File: config.mk
export PLATFORM = sky130hd
export DESIGN_NAME = ultrasonic_detect_sched
export DESIGN_NICKNAME = d
export VERILOG_FILES = /design/src/rtl/ultrasonic_detect_sched.sv
export SDC_FILE = /design/constraint.sdc
export NUM_CORES = 1
export LEC_CHECK = 0
export ABC_AREA = 1
export CAP_MARGIN = 30
export CORE_AREA = 2 2 116 118
export CTS_CLUSTER_DIAMETER = 30
export DETAILED_ROUTE_END_ITERATION = 6
export DIE_AREA = 0 0 118 120
export GPL_ROUTABILITY_DRIVEN = 1
export PLACE_DENSITY_LB_ADDON = 0.3
export SLEW_MARGIN = 20
export SYNTH_ARGS = -nofsm -noshare
export SYNTH_HDL_FRONTEND = slang
export SYNTH_SLANG_ARGS = --single-unit
File: constraint.sdc
create_clock -name gclk -period 7.61 [get_ports gclk]
set_clock_uncertainty 0.1 [all_clocks]
set_input_delay 1.522 -clock gclk [delete_from_list [all_inputs] [get_ports gclk]]
set_output_delay 1.522 -clock gclk [all_outputs]
set_load 0.05 [all_outputs]
File: src/rtl/ultrasonic_detect_sched.sv
`default_nettype none
// ============================================================================
// Module  : ultrasonic_detect_sched
// Brief   : Burst/blank/listen scheduler and echo classifier for the TUSS
//           ultrasonic front end, with windowed hit counting and hysteresis.
// Rev     : 1.0  initial release
// ============================================================================
module ultrasonic_detect_sched #(
  parameter int CNT_W          = 20,
  parameter int BLANK_CYC      = 17000,
  parameter int PERIOD_CYC     = 43000,
  parameter int BURSTS_PER_WIN = 5,
  parameter int ON_THRESH      = 4,
  parameter int OFF_THRESH     = 2,
  parameter int ECHO_MIN_CYC   = 4,
  parameter int BURST_TIMEOUT  = 20000,
  parameter int HC_W           = $clog2(BURSTS_PER_WIN + 1)
) (
  input  logic             gclk,
  input  logic             rstn,
  input  logic             tuss_ready,
  input  logic             burst_finish,
  input  logic             echo_in,
  output logic             burst_en,
  output logic             burst_rstn,
  output logic             detect_state,
  output logic [CNT_W-1:0] tof,
  output logic             tof_valid,
  output logic             window_done,
  output logic [HC_W-1:0]  hit_count,
  output logic             burst_fault
);

  localparam int RUN_W = $clog2(ECHO_MIN_CYC + 1);

  localparam logic [CNT_W-1:0] c_blank        = CNT_W'(BLANK_CYC);
  localparam logic [CNT_W-1:0] c_period_last  = CNT_W'(PERIOD_CYC - 1);
  localparam logic [CNT_W-1:0] c_timeout_last = CNT_W'(BURST_TIMEOUT - 1);
  localparam logic [RUN_W-1:0] c_run_last     = RUN_W'(ECHO_MIN_CYC - 1);
  localparam logic [RUN_W-1:0] c_run_max      = RUN_W'(ECHO_MIN_CYC);
  localparam logic [HC_W-1:0]  c_idx_last     = HC_W'(BURSTS_PER_WIN - 1);

  typedef enum logic [1:0] {
    S_IDLE   = 2'd0,
    S_BURST  = 2'd1,
    S_LISTEN = 2'd2
  } state_t;

  state_t           state_q;
  logic [CNT_W-1:0] t_q;
  logic [HC_W-1:0]  idx_q;
  logic [HC_W-1:0]  hits_q;
  logic [CNT_W-1:0] tof_min_q;
  logic             hit_taken_q;
  logic             burst_en_q;
  logic             burst_rstn_q;
  logic             detect_q;
  logic [CNT_W-1:0] tof_q;
  logic             tof_valid_q;
  logic             window_done_q;
  logic [HC_W-1:0]  hit_count_q;
  logic             fault_q;

  logic             echo_meta_q;
  logic             echo_sync_q;
  logic [RUN_W-1:0] run_q;
  logic [CNT_W-1:0] run_start_q;

  logic             listen_act;
  logic             hit_now;
  logic [CNT_W-1:0] run_start_d;
  logic [CNT_W-1:0] tof_min_d;
  logic [HC_W-1:0]  hits_d;

  // A hit taken in the final listen cycle must still reach the window evaluation,
  // so the evaluation consumes these next-state values rather than the registers.
  always_comb begin
    listen_act  = (state_q == S_LISTEN) && (t_q >= c_blank) && (t_q <= c_period_last);
    run_start_d = (run_q == '0) ? t_q : run_start_q;
    hit_now     = echo_sync_q && listen_act && (run_q == c_run_last) && !hit_taken_q;
    hits_d      = hits_q + HC_W'(hit_now);
    tof_min_d   = (hit_now && (run_start_d < tof_min_q)) ? run_start_d : tof_min_q;
  end

  always_ff @(posedge gclk or negedge rstn) begin
    if (!rstn) begin
      echo_meta_q <= 1'b0;
      echo_sync_q <= 1'b0;
      run_q       <= '0;
      run_start_q <= '0;
    end else begin
      echo_meta_q <= echo_in;
      echo_sync_q <= echo_meta_q;
      if (echo_sync_q && listen_act) begin
        run_start_q <= run_start_d;
        if (run_q != c_run_max) begin
          run_q <= run_q + RUN_W'(1);
        end
      end else begin
        run_q <= '0;
      end
    end
  end

  always_ff @(posedge gclk or negedge rstn) begin
    if (!rstn) begin
      state_q       <= S_IDLE;
      t_q           <= '0;
      idx_q         <= '0;
      hits_q        <= '0;
      tof_min_q     <= '1;
      hit_taken_q   <= 1'b0;
      burst_en_q    <= 1'b0;
      burst_rstn_q  <= 1'b1;
      detect_q      <= 1'b0;
      tof_q         <= '0;
      tof_valid_q   <= 1'b0;
      window_done_q <= 1'b0;
      hit_count_q   <= '0;
      fault_q       <= 1'b0;
    end else begin
      window_done_q <= 1'b0;
      tof_valid_q   <= 1'b0;
      burst_rstn_q  <= !((state_q == S_BURST) && burst_finish);
      hits_q        <= hits_d;
      tof_min_q     <= tof_min_d;
      hit_taken_q   <= hit_taken_q | hit_now;

      // Losing the chip discards the partial window but keeps the last verdict.
      if (!tuss_ready) begin
        state_q    <= S_IDLE;
        burst_en_q <= 1'b0;
        t_q        <= '0;
        idx_q      <= '0;
        hits_q     <= '0;
        tof_min_q  <= '1;
      end else begin
        case (state_q)
          S_IDLE: begin
            state_q     <= S_BURST;
            burst_en_q  <= 1'b1;
            t_q         <= '0;
            hit_taken_q <= 1'b0;
          end
          S_BURST: begin
            t_q <= t_q + CNT_W'(1);
            if (burst_finish) begin
              burst_en_q <= 1'b0;
              state_q    <= S_LISTEN;
            end else if (t_q == c_timeout_last) begin
              fault_q    <= 1'b1;
              burst_en_q <= 1'b0;
              state_q    <= S_IDLE;
              t_q        <= '0;
              idx_q      <= '0;
              hits_q     <= '0;
              tof_min_q  <= '1;
            end
          end
          S_LISTEN: begin
            t_q <= t_q + CNT_W'(1);
            if (t_q == c_period_last) begin
              state_q     <= S_BURST;
              burst_en_q  <= 1'b1;
              t_q         <= '0;
              hit_taken_q <= 1'b0;
              if (idx_q == c_idx_last) begin
                idx_q         <= '0;
                window_done_q <= 1'b1;
                hit_count_q   <= hits_d;
                if (32'(hits_d) >= ON_THRESH) begin
                  detect_q <= 1'b1;
                end else if (32'(hits_d) < OFF_THRESH) begin
                  detect_q <= 1'b0;
                end
                if (hits_d != '0) begin
                  tof_q       <= tof_min_d;
                  tof_valid_q <= 1'b1;
                end
                hits_q    <= '0;
                tof_min_q <= '1;
              end else begin
                idx_q <= idx_q + HC_W'(1);
              end
            end
          end
          default: begin
            state_q    <= S_IDLE;
            burst_en_q <= 1'b0;
          end
        endcase
      end
    end
  end

  assign burst_en     = burst_en_q;
  assign burst_rstn   = burst_rstn_q;
  assign detect_state = detect_q;
  assign tof          = tof_q;
  assign tof_valid    = tof_valid_q;
  assign window_done  = window_done_q;
  assign hit_count    = hit_count_q;
  assign burst_fault  = fault_q;

endmodule
`default_nettype wire

==> out/metrics.yaml <==
outcome:
  outcome: "finished clean"
drt:
  firstDrtPassIters: 5
  viasPerCell: 5.20
  drc_errors: 0
  ant_nets: 0
  routed_wl_um: 13400
  routedWlPerCell_um: 14.4
  initialDrtViolationCount: 475
  via_count: 4838
placed_design:
  gp_congestion: 0.911
  placed_area_sq_um: 6120
  post-dp-hpwl_um: 9840
  port_buffers: 33
timing:
  finalCriticalPeriod_ns: 3.74
  final.period_utilization: 0.491
  setup_tns_ns: 0
  rsz0062_at_grt: "false"
  maxSlewViolCount: 0
  finalSetupViolCount: 0
  worstMarginPinSlew_ns: 0.949
  max_slew_margin: 0.366
  max_freq_mhz: 268
  hold_violations: 0
  hold_ws_ns: 0.254
clock_network:
  clockBufferDepth: 2
  clkSlewWorstSetupHoldPaths_ns: 0.07
  htreeDepth: 3
  cts_num_sinks: 102
  cts_tree: "yes"
  clockRootBuffer: "clkbuf_16"
  clk_latency_ns: 0.35
  cts_resized: 0
  cts-buffers-inserted: 9
  hold_buffers: 0
  cts_setup_buffers: 0
worst_setup_path:
  critPathTopFamily: "simple AND/OR/NAND/NOR gates"
  crit_buf_inv: 4
  path_max_fanout: 22
  worstPathCellList: "inv_1 > nand2_1 > nor2_4 > inv_2 > nor2_2 > nand4_2 > nand2_2 > nand3_2 > nor2_4 > ha_1 > ha_1 > xnor2_1 > inv_1 > nor3_1 > nor2_4 > inv_2 > nand2_1 > nand2_1"
  cp_slowest_stage_delay_ns: 0.49
  endpoint_kind: "flop"
  critical_path_class: "reg -> reg"
  critPathArrivalTime_ns: 3.87
  startpoint_type: "flop"
  required_ns: 7.74
  crit_path_top_delay_cell: "nor2_4"
logic_synthesis:
  yosys.area.top_type: "dfrtp_1"
  yosysWarnings: 0
  synth_cells: 727
  synth_nets: 763
  netlist.area_leader.share: 0.358
  synth_flop_cell: "dfrtp_1"
  yosys-top-cells-count: "nand2_1 (182), inv_1 (100), dfrtp_1 (81)"
  synth_seq_area_share: 0.456
  synth-seq-cells: 102
  synth_cell_types: 38
  syn_area_per_cell_sq_um: 7.79
  yosys-top-cells-area: "dfrtp_1 (36%), nand2_1 (12%), dfstp_2 (9.7%)"
  async_flop_share: 1.00
  synth_most_common_cell: "nand2_1"
  synth_area_sq_um: 5660
  synth_edf_count: 0
die:
  pin_count: 34
  dieArea_sq_um: 14200
  initial_core_util: 0.436
  row_count: 42
  core-area_sq_um: 13000
  die_w_um: 118
  dieHeight_um: 120
global_routing:
  gr-usage-all-layers: 0.199
  top_usage_layer: "met2"
  antenna_found_initial: 0
  gr-total-overflow: 0
  met2_usage: 0.311
  grt_use_met3: 0.0295
  grt_max_degree: 60
  grt_pass1_vias: 4668
  grt_pass1_wl_um: 22600
  met1_usage: 0.281
power_and_ir_drop:
  vdd_drop_max_mv: 0.0819
  p_switching_uw: 312
  p_int_uw: 939
  p_seq_frac: 0.468
  power_uw: 1250
  combPwrFrac: 0.119
  swShare: 0.250
  p_leak_uw: 0.00316
  power_density_nw_per_um2: 194
  clockPowerShare: 0.412
layout:
  areaGrowthSynthToFinish_pct: 14.1
  diodes: 0
  drive_above_1_share: 0.0796
  postLayoutCoreUtil: 0.498
  fin_nets: 785
  fin_area_sq_um: 6460
job:
  cap_viol_max_count: 0
worst_hold_path:
  hold_class: "reg -> reg"
## cell families after synthesis
group | after synthesis | synth area share
simple gates | 328 | 0.253
fa+ha+maj | 31 | 0.0685
compound gates | 128 | 0.122
xor+xnor | 6 | 0.00928
buf+inv | 132 | 0.0924
flops | 102 | 0.456
## placed cells by master (no fill, tap or decap), drive strengths merged
| cell | instances |
|---|---|
| nand2 | 186 |
| inv | 104 |
| dfrtp | 81 |
| nand3 | 81 |
| o21ai | 77 |
| nor2 | 42 |
| clkdlybuf4s50 | 32 |
| ha | 31 |
| a21oi | 30 |
| dfstp | 21 |
| clkbuf | 13 |
| nand4 | 10 |
| nor3 | 8 |
| a31oi | 7 |
| buf | 7 |
| xor2 | 5 |
| o211ai | 4 |
| o21bai | 2 |
| o22ai | 2 |
| bufinv | 2 |
| nand3b | 1 |
| o21a | 1 |
| xnor2 | 1 |
| o31ai | 1 |
| o311ai | 1 |
| a41oi | 1 |
| a22oi | 1 |
| a211oi | 1 |
| clkinv | 1 |
## metal layers
layer | share of wire | vias to the layer above | wire [um]
met2 | 0.45 | 130 | 6080
met1 | 0.49 | 2287 | 6570
met3 | 0.041 | 18 | 549
met5 | 0 | - | 0
met4 | 0.016 | 0 | 217
li1 | - | 2403 | -
## power by group through the flow
stage	combinational, uW	sequential (uW)	clock, uW
after global routing	171	588	549
after global placement	145	595	0
after detailed placement	149	596	0
after CTS	150	586	530
final	149	586	516
after floorplan	100	598	0
## worst register-to-register path: cells and delay by family (launching register included)
kind                       cells  cell delay (ns)
and+or+nand+nor               11             1.96
buffers and inverters          4             0.66
xor gates and xnor gates       1             0.09
DFF                            1             0.40
adders and majority gates      2             0.41
## through the flow
step | worst slack (ns) | cells
finish | 3.87 | 930
global route | 3.50 | 930
CTS | 3.91 | 930
detailed placement | 3.61 | 914
global placement | 3.69 | 913
floorplan | 4.65 | 727
## state kept, by name, summed over array words and instances (netlist names)
register and count:
window_done 1, detect_state 1, burst_en 1, echo_sync_q 1, hits_q 3, state_q 1
run_start_q 20, burst_fault 1, tof_valid 1, run_q 3, tof 20, echo_meta_q 1
t_q 20, hit_taken_q 1, idx_q 3, burst_rstn 1, tof_min_q 20, hit_count 3
## layout make-up
type,count,area (sq um)
clock inverters,3,65.1
repair buffers,39,377
flip-flops and latches,102,2580
well taps,176,220
inverters,104,390
fillers,1271,6520
clock buffers,13,270
multi-input cells,493,2560
## final timing paths
path                                   from           to  slack, ns  cells after the start
max in group asynchronous              rstn      t_q[10]       5.16                      2
worst max-delay path                t_q[11]      tof[12]       3.87                     18
worst min register to register  echo_meta_q  echo_sync_q       0.25                      0
worst max register to register      t_q[11]      tof[12]       3.87                     18
min in group asynchronous              rstn       tof[1]       1.05                      1
worst min-delay path            echo_meta_q  echo_sync_q       0.25                      0
No activity file was read; power rests on OpenSTA's default activity.
